### config.mk
export PLATFORM = sky130hd
export DESIGN_NAME = dmem_port_arbiter
export DESIGN_NICKNAME = d
export VERILOG_FILES = /design/src/rtl/dmem_port_arbiter_pkg.sv /design/src/rtl/dmem_port_arbiter.sv
export SDC_FILE = /design/constraint.sdc
export NUM_CORES = 1
export LEC_CHECK = 0
export CORE_UTILIZATION = 44
export CTS_CLUSTER_SIZE = 20
export DETAILED_ROUTE_END_ITERATION = 6
export GPL_TIMING_DRIVEN = 0
export PLACE_DENSITY = 0.82
export SETUP_SLACK_MARGIN = 0.5
export SLEW_MARGIN = 20
export SYNTH_ARGS = -nofsm -noshare
export SYNTH_HDL_FRONTEND = slang
export SYNTH_SLANG_ARGS = --single-unit
### constraint.sdc
create_clock -name clk_i -period 2.6 [get_ports clk_i]
set_input_delay 0.39 -clock clk_i [delete_from_list [all_inputs] [get_ports clk_i]]
set_output_delay 0.39 -clock clk_i [all_outputs]
set_load 0.02 [all_outputs]
### src/rtl/dmem_port_arbiter_pkg.sv
// Shared types for the data-memory port arbiter: FSM states, the latched
// request record and the default starvation bound.
package dmem_port_arbiter_pkg;

    localparam int DMEM_WORD_W       = 16;
    localparam int DMEM_TAG_W        = 4;
    localparam int DMEM_STARVE_LIMIT = 4;

    typedef enum logic [1:0] {
        IDLE    = 2'd0,
        ST_REQ  = 2'd1,
        LD_REQ  = 2'd2,
        LD_WAIT = 2'd3
    } dmem_arb_state_e;

    typedef struct packed {
        logic                   we;
        logic [DMEM_WORD_W-1:0] addr;
        logic [DMEM_WORD_W-1:0] data;
        logic [DMEM_TAG_W-1:0]  tag;
    } dmem_req_t;

endpackage

### src/rtl/dmem_port_arbiter.sv
// Single-outstanding arbiter between store-buffer drain and load misses on the
// data-memory port. Field widths of dmem_req_t follow the package defaults.
module dmem_port_arbiter
    import dmem_port_arbiter_pkg::*;
#(
    parameter int WORD_SIZE_P  = DMEM_WORD_W,
    parameter int LD_TAG_W     = DMEM_TAG_W,
    parameter int STARVE_LIMIT = DMEM_STARVE_LIMIT
) (
    input  logic                   clk_i,
    input  logic                   reset_i,
    input  logic                   rob_mispredict_i,
    input  logic                   st_v_i,
    input  logic [WORD_SIZE_P-1:0] st_addr_i,
    input  logic [WORD_SIZE_P-1:0] st_data_i,
    input  logic                   st_urgent_i,
    output logic                   st_ready_o,
    input  logic                   ld_v_i,
    input  logic [WORD_SIZE_P-1:0] ld_addr_i,
    input  logic [LD_TAG_W-1:0]    ld_tag_i,
    output logic                   ld_ready_o,
    output logic                   ld_resp_v_o,
    output logic [WORD_SIZE_P-1:0] ld_resp_data_o,
    output logic [LD_TAG_W-1:0]    ld_resp_tag_o,
    output logic                   mem_v_o,
    output logic                   mem_we_o,
    output logic [WORD_SIZE_P-1:0] mem_addr_o,
    output logic [WORD_SIZE_P-1:0] mem_data_o,
    input  logic                   mem_ready_i,
    input  logic                   mem_resp_v_i,
    input  logic [WORD_SIZE_P-1:0] mem_resp_data_i
);

    localparam int                CNT_W = $clog2(STARVE_LIMIT + 1);
    localparam logic [CNT_W-1:0]  LIMIT = CNT_W'(STARVE_LIMIT);

    dmem_arb_state_e        state_q, state_d;
    logic [CNT_W-1:0]       starve_cnt_q, starve_cnt_d;
    logic                   kill_q, kill_d;
    dmem_req_t              req_q, req_d;
    logic                   resp_v_q, resp_v_d;
    logic [WORD_SIZE_P-1:0] resp_data_q, resp_data_d;
    logic [LD_TAG_W-1:0]    resp_tag_q, resp_tag_d;

    logic ld_ok;
    logic st_pri;
    logic st_grant;
    logic ld_grant;

    // A mispredict blocks new loads; a waiting store wins when urgent or starved.
    always_comb begin
        ld_ok    = ld_v_i & ~rob_mispredict_i;
        st_pri   = st_urgent_i | (starve_cnt_q == LIMIT);
        st_grant = 1'b0;
        ld_grant = 1'b0;
        if (state_q == IDLE) begin
            st_grant = st_v_i & (st_pri | ~ld_ok);
            ld_grant = ld_ok & ~st_grant;
        end
    end

    always_comb begin
        state_d      = state_q;
        starve_cnt_d = starve_cnt_q;
        kill_d       = kill_q;
        req_d        = req_q;
        resp_v_d     = 1'b0;
        resp_data_d  = resp_data_q;
        resp_tag_d   = resp_tag_q;

        case (state_q)
            IDLE: begin
                kill_d = 1'b0;
                if (st_grant) begin
                    state_d      = ST_REQ;
                    req_d.we     = 1'b1;
                    req_d.addr   = st_addr_i;
                    req_d.data   = st_data_i;
                    req_d.tag    = '0;
                    starve_cnt_d = '0;
                end else if (ld_grant) begin
                    state_d    = LD_REQ;
                    req_d.we   = 1'b0;
                    req_d.addr = ld_addr_i;
                    req_d.data = '0;
                    req_d.tag  = ld_tag_i;
                    if (st_v_i && starve_cnt_q != LIMIT) begin
                        starve_cnt_d = starve_cnt_q + 1'b1;
                    end
                end
                if (!st_v_i) begin
                    starve_cnt_d = '0;
                end
            end
            ST_REQ: begin
                if (mem_ready_i) begin
                    state_d = IDLE;
                end
            end
            LD_REQ: begin
                if (rob_mispredict_i) begin
                    kill_d = 1'b1;
                end
                if (mem_ready_i) begin
                    state_d = LD_WAIT;
                end
            end
            LD_WAIT: begin
                if (mem_resp_v_i) begin
                    state_d = IDLE;
                    kill_d  = 1'b0;
                    if (!kill_q && !rob_mispredict_i) begin
                        resp_v_d    = 1'b1;
                        resp_data_d = mem_resp_data_i;
                        resp_tag_d  = req_q.tag;
                    end
                end else if (rob_mispredict_i) begin
                    kill_d = 1'b1;
                end
            end
            default: state_d = IDLE;
        endcase
    end

    always_ff @(posedge clk_i) begin
        if (reset_i) begin
            state_q      <= IDLE;
            starve_cnt_q <= '0;
            kill_q       <= 1'b0;
            req_q        <= '0;
            resp_v_q     <= 1'b0;
            resp_data_q  <= '0;
            resp_tag_q   <= '0;
        end else begin
            state_q      <= state_d;
            starve_cnt_q <= starve_cnt_d;
            kill_q       <= kill_d;
            req_q        <= req_d;
            resp_v_q     <= resp_v_d;
            resp_data_q  <= resp_data_d;
            resp_tag_q   <= resp_tag_d;
        end
    end

    assign st_ready_o     = st_grant;
    assign ld_ready_o     = ld_grant;
    assign mem_v_o        = (state_q == ST_REQ) || (state_q == LD_REQ);
    assign mem_we_o       = mem_v_o & req_q.we;
    assign mem_addr_o     = req_q.addr;
    assign mem_data_o     = req_q.data;
    assign ld_resp_v_o    = resp_v_q;
    assign ld_resp_data_o = resp_data_q;
    assign ld_resp_tag_o  = resp_tag_q;

endmodule

==> impl_metrics.tcl <==
set metrics [dict create \
    status "finished clean" \
    hold_buffers 0 \
    cts.path.max_buffers 2 \
    grt_pass1_vias 2628 \
    hold_viol_final 0 \
    tightest_slew_ns 0.531 \
    syn_area_per_cell_um2 8.54 \
    synthFlopType "dfxtp_1" \
    ios 133 \
    coreArea_um2 6310 \
    setup_viol 0 \
    drcViolationCount 0 \
    cap_violations 0 \
    critPathMaxFanout 10 \
    crit_type "reg2out" \
    r2r_cells 7 \
    ff2ff_setup_slack_ns 0.78 \
    grt_max_degree 11 \
    die_area_um2 6830 \
    drt-pass1-iter-count 4 \
    regArea_um2 1290 \
    numCtsBuffers 9 \
    vias 2854 \
    portBuffers 131 \
    nNetsFinal 568 \
    cp.required_ns 2.21 \
    p_per_area_nw_per_um2 763 \
    worstSkewPairLatency_ns 0.32 \
    placed_area_um2 4270 \
    initial_core_util_pct 45.3 \
    final_cells 567 \
    cp_top_family "buffers and inverters" \
    end_kind "output pin" \
    place_inst 543 \
    whs_path_depth 2 \
    rsz0062_at_grt "yes" \
    yosysWarningCount 0 \
    viasPerCell 5.03 \
    path_cells "inv_1 > ha_2 > and2_4 > o21ai_4 > clkinv_4 > buf_6 > buf_4" \
    whs_ns 0.458 \
    dp_hpwl_um 5780 \
    cts_tree "built" \
    worst-path-stages 7 \
    cp-start-kind "flop" \
    cts_htree_levels 3 \
    diodes 0 \
    clkTransAtPathRegs_ns 0.07 \
    area_growth_pct 59.6 \
    num_rows 29 \
    maxSlewHeadroom_pct 64.6 \
    fp.dieH_um 82.6 \
    period_needed_ns 2.03 \
    vdd.ir_drop.worst_v 0.000567 \
    multi_input_area_um2 1220 \
    track_usage_pct 23.2 \
    cts_root_buf "clkbuf_8" \
    syn-num-nets 417 \
    async_reset_ff_share_pct 0 \
    yosysSeqAreaShare_pct 44.8 \
    grt_pass1_wl_um 11900 \
    synth_edf_count 0 \
    p_leak_nw 1.88 \
    arrival_ns 1.64 \
    finClkSkew_ns 0.00696 \
    synth_cells 335 \
    min-delay-path-class "reg2reg" \
    synth_area_um2 2860 \
    drtIter0Drc 95 \
    max_stage_delay_ns 0.33 \
    finalInstanceArea_um2 4570 \
    ys_types 36 \
    tns_ns 0 \
    drtAntennaViolNets 0 \
    drt-total-wl_um 7840 \
    post-route-period-util_pct 78.1 \
    chipWidth_um 82.6 \
    antenna_found_initial 0 \
    synth-seq-cells 64 \
    layout-drive-gt1-share_pct 16.9 \
    report.final.slew_viol_count 0 \
    gp_congestion 0.884 \
    fin_util_pct 72.3 \
    fillers 512 \
    grt_overflow 0 \
    clock_sinks 64 \
    critPathBufInv 4 \
    fmax_mhz 492 \
    slowest_stage "dfxtp_2" \
    routedWlPerCell_um 13.8 \
]
[layout make-up]
type,count,area share (%)
clock inverter,4,0.987
buffer,53,7.89
clock buffer,11,3.10
sequential,64,28.2
timing repair buffer,140,30.2
tap,77,2.11
inverter,8,0.767
multi-input combinational,210,26.7
[registers in the layout (all words and copies together) (netlist names)]
name,flops
ld_resp_data_o,16
mem_addr_o,16
mem_data_o,16
req_q,5
ld_resp_tag_o,4
starve_cnt_q,3
state_q,2
kill_q,1
ld_resp_v_o,1
[tightest hold or removal path: stages (launching register included)]
cell,delay (ns)
dfxtp_1,0.31
nand2_1,0.05
a21oi_1,0.05
[power breakdown]
part	total [mW]	internal (mW)	switching [mW]
Clock	0.814	0.459	0.355
Sequential	1.22	1.13	0.0833
Combinational	1.45	0.762	0.692
[layout by cell type, fill, tap and decap left out, types with 3 or more instances in the layout]
cell type | netlist | layout
dfxtp_2 | 0 | 3
clkbuf_1 | 12 | 12
nand2_1 | 58 | 58
mux2i_1 | 18 | 18
nor2_1 | 26 | 26
clkbuf_8 | 0 | 10
ha_1 | 6 | 4
inv_1 | 7 | 6
nand3_1 | 18 | 18
clkdlybuf4s50_1 | 0 | 124
clkinv_2 | 0 | 3
dfxtp_1 | 64 | 60
a211oi_1 | 16 | 16
a21oi_1 | 41 | 40
buf_6 | 3 | 4
buf_4 | 34 | 45
dlymetal6s2s_1 | 0 | 3
[stage by stage]
step	power [mW]	setup WS [ns]
2_1_floorplan	2.06	0.836
3_3_place_gp	2.56	-0.320
3_5_place_dp	2.60	-0.319
4_1_cts	3.43	0.322
5_1_grt	3.68	0.480
6_report	3.49	0.568
[layer usage]
layer  vias to the layer above  track usage, %  share of wire [%]
met3                        16            6.26                5.2
met2                        93            42.2                 52
met4                         0            10.2                1.9
met5                         -               0                  0
met1                      1337            25.1                 41
li1                       1408               -                  -
[worst paths after layout]
check	endpoint	from
worst max-delay path	st_ready_o	starve_cnt_q[0]
worst min-delay path	ld_resp_data_o[1]	ld_resp_data_o[1]
worst max register to register	mem_data_o[7]	state_q[0]
worst min register to register	ld_resp_data_o[1]	ld_resp_data_o[1]
[cells in the mapped netlist (2+ instances only)]
cell	instances	area (um^2)
dfxtp_1	64	1280
nand2b_1	2	12.5
mux2i_1	18	180
nand2_1	58	218
a21oi_1	41	205
buf_6	3	33.8
nor2_1	26	97.6
and2_1	3	18.8
clkbuf_1	12	45.0
buf_2	3	15.0
buf_4	34	255
a32oi_1	2	17.5
nor3_2	2	20.0
a211oi_1	16	120
nand3_1	18	90.1
ha_1	6	75.1
inv_1	7	26.3
nor3_1	2	10.0
[kinds of logic (layout without fill, tap and decap cells)]
group                    count (synthesis)  count (layout)  share of synthesized area, %
AND/OR/NAND/NOR                        118             118                          18.1
multiplexers                            18              18                          6.30
AO/OA/AOI/OAI                           68              68                          14.8
buffers and inverters                   61             216                          13.4
adder cells (fa/ha/maj)                  6               6                          2.62
flip-flops                              64              64                          44.8
[repair_timing]
item / CTS / global route
setup endpoints to repair: 5 / 5
cloned: 0 / 0
resized for setup: 15 / 19
pin swaps: 1 / 3
setup buffers: 2 / 7
Note: power is estimated with default switching activity, not from simulation.
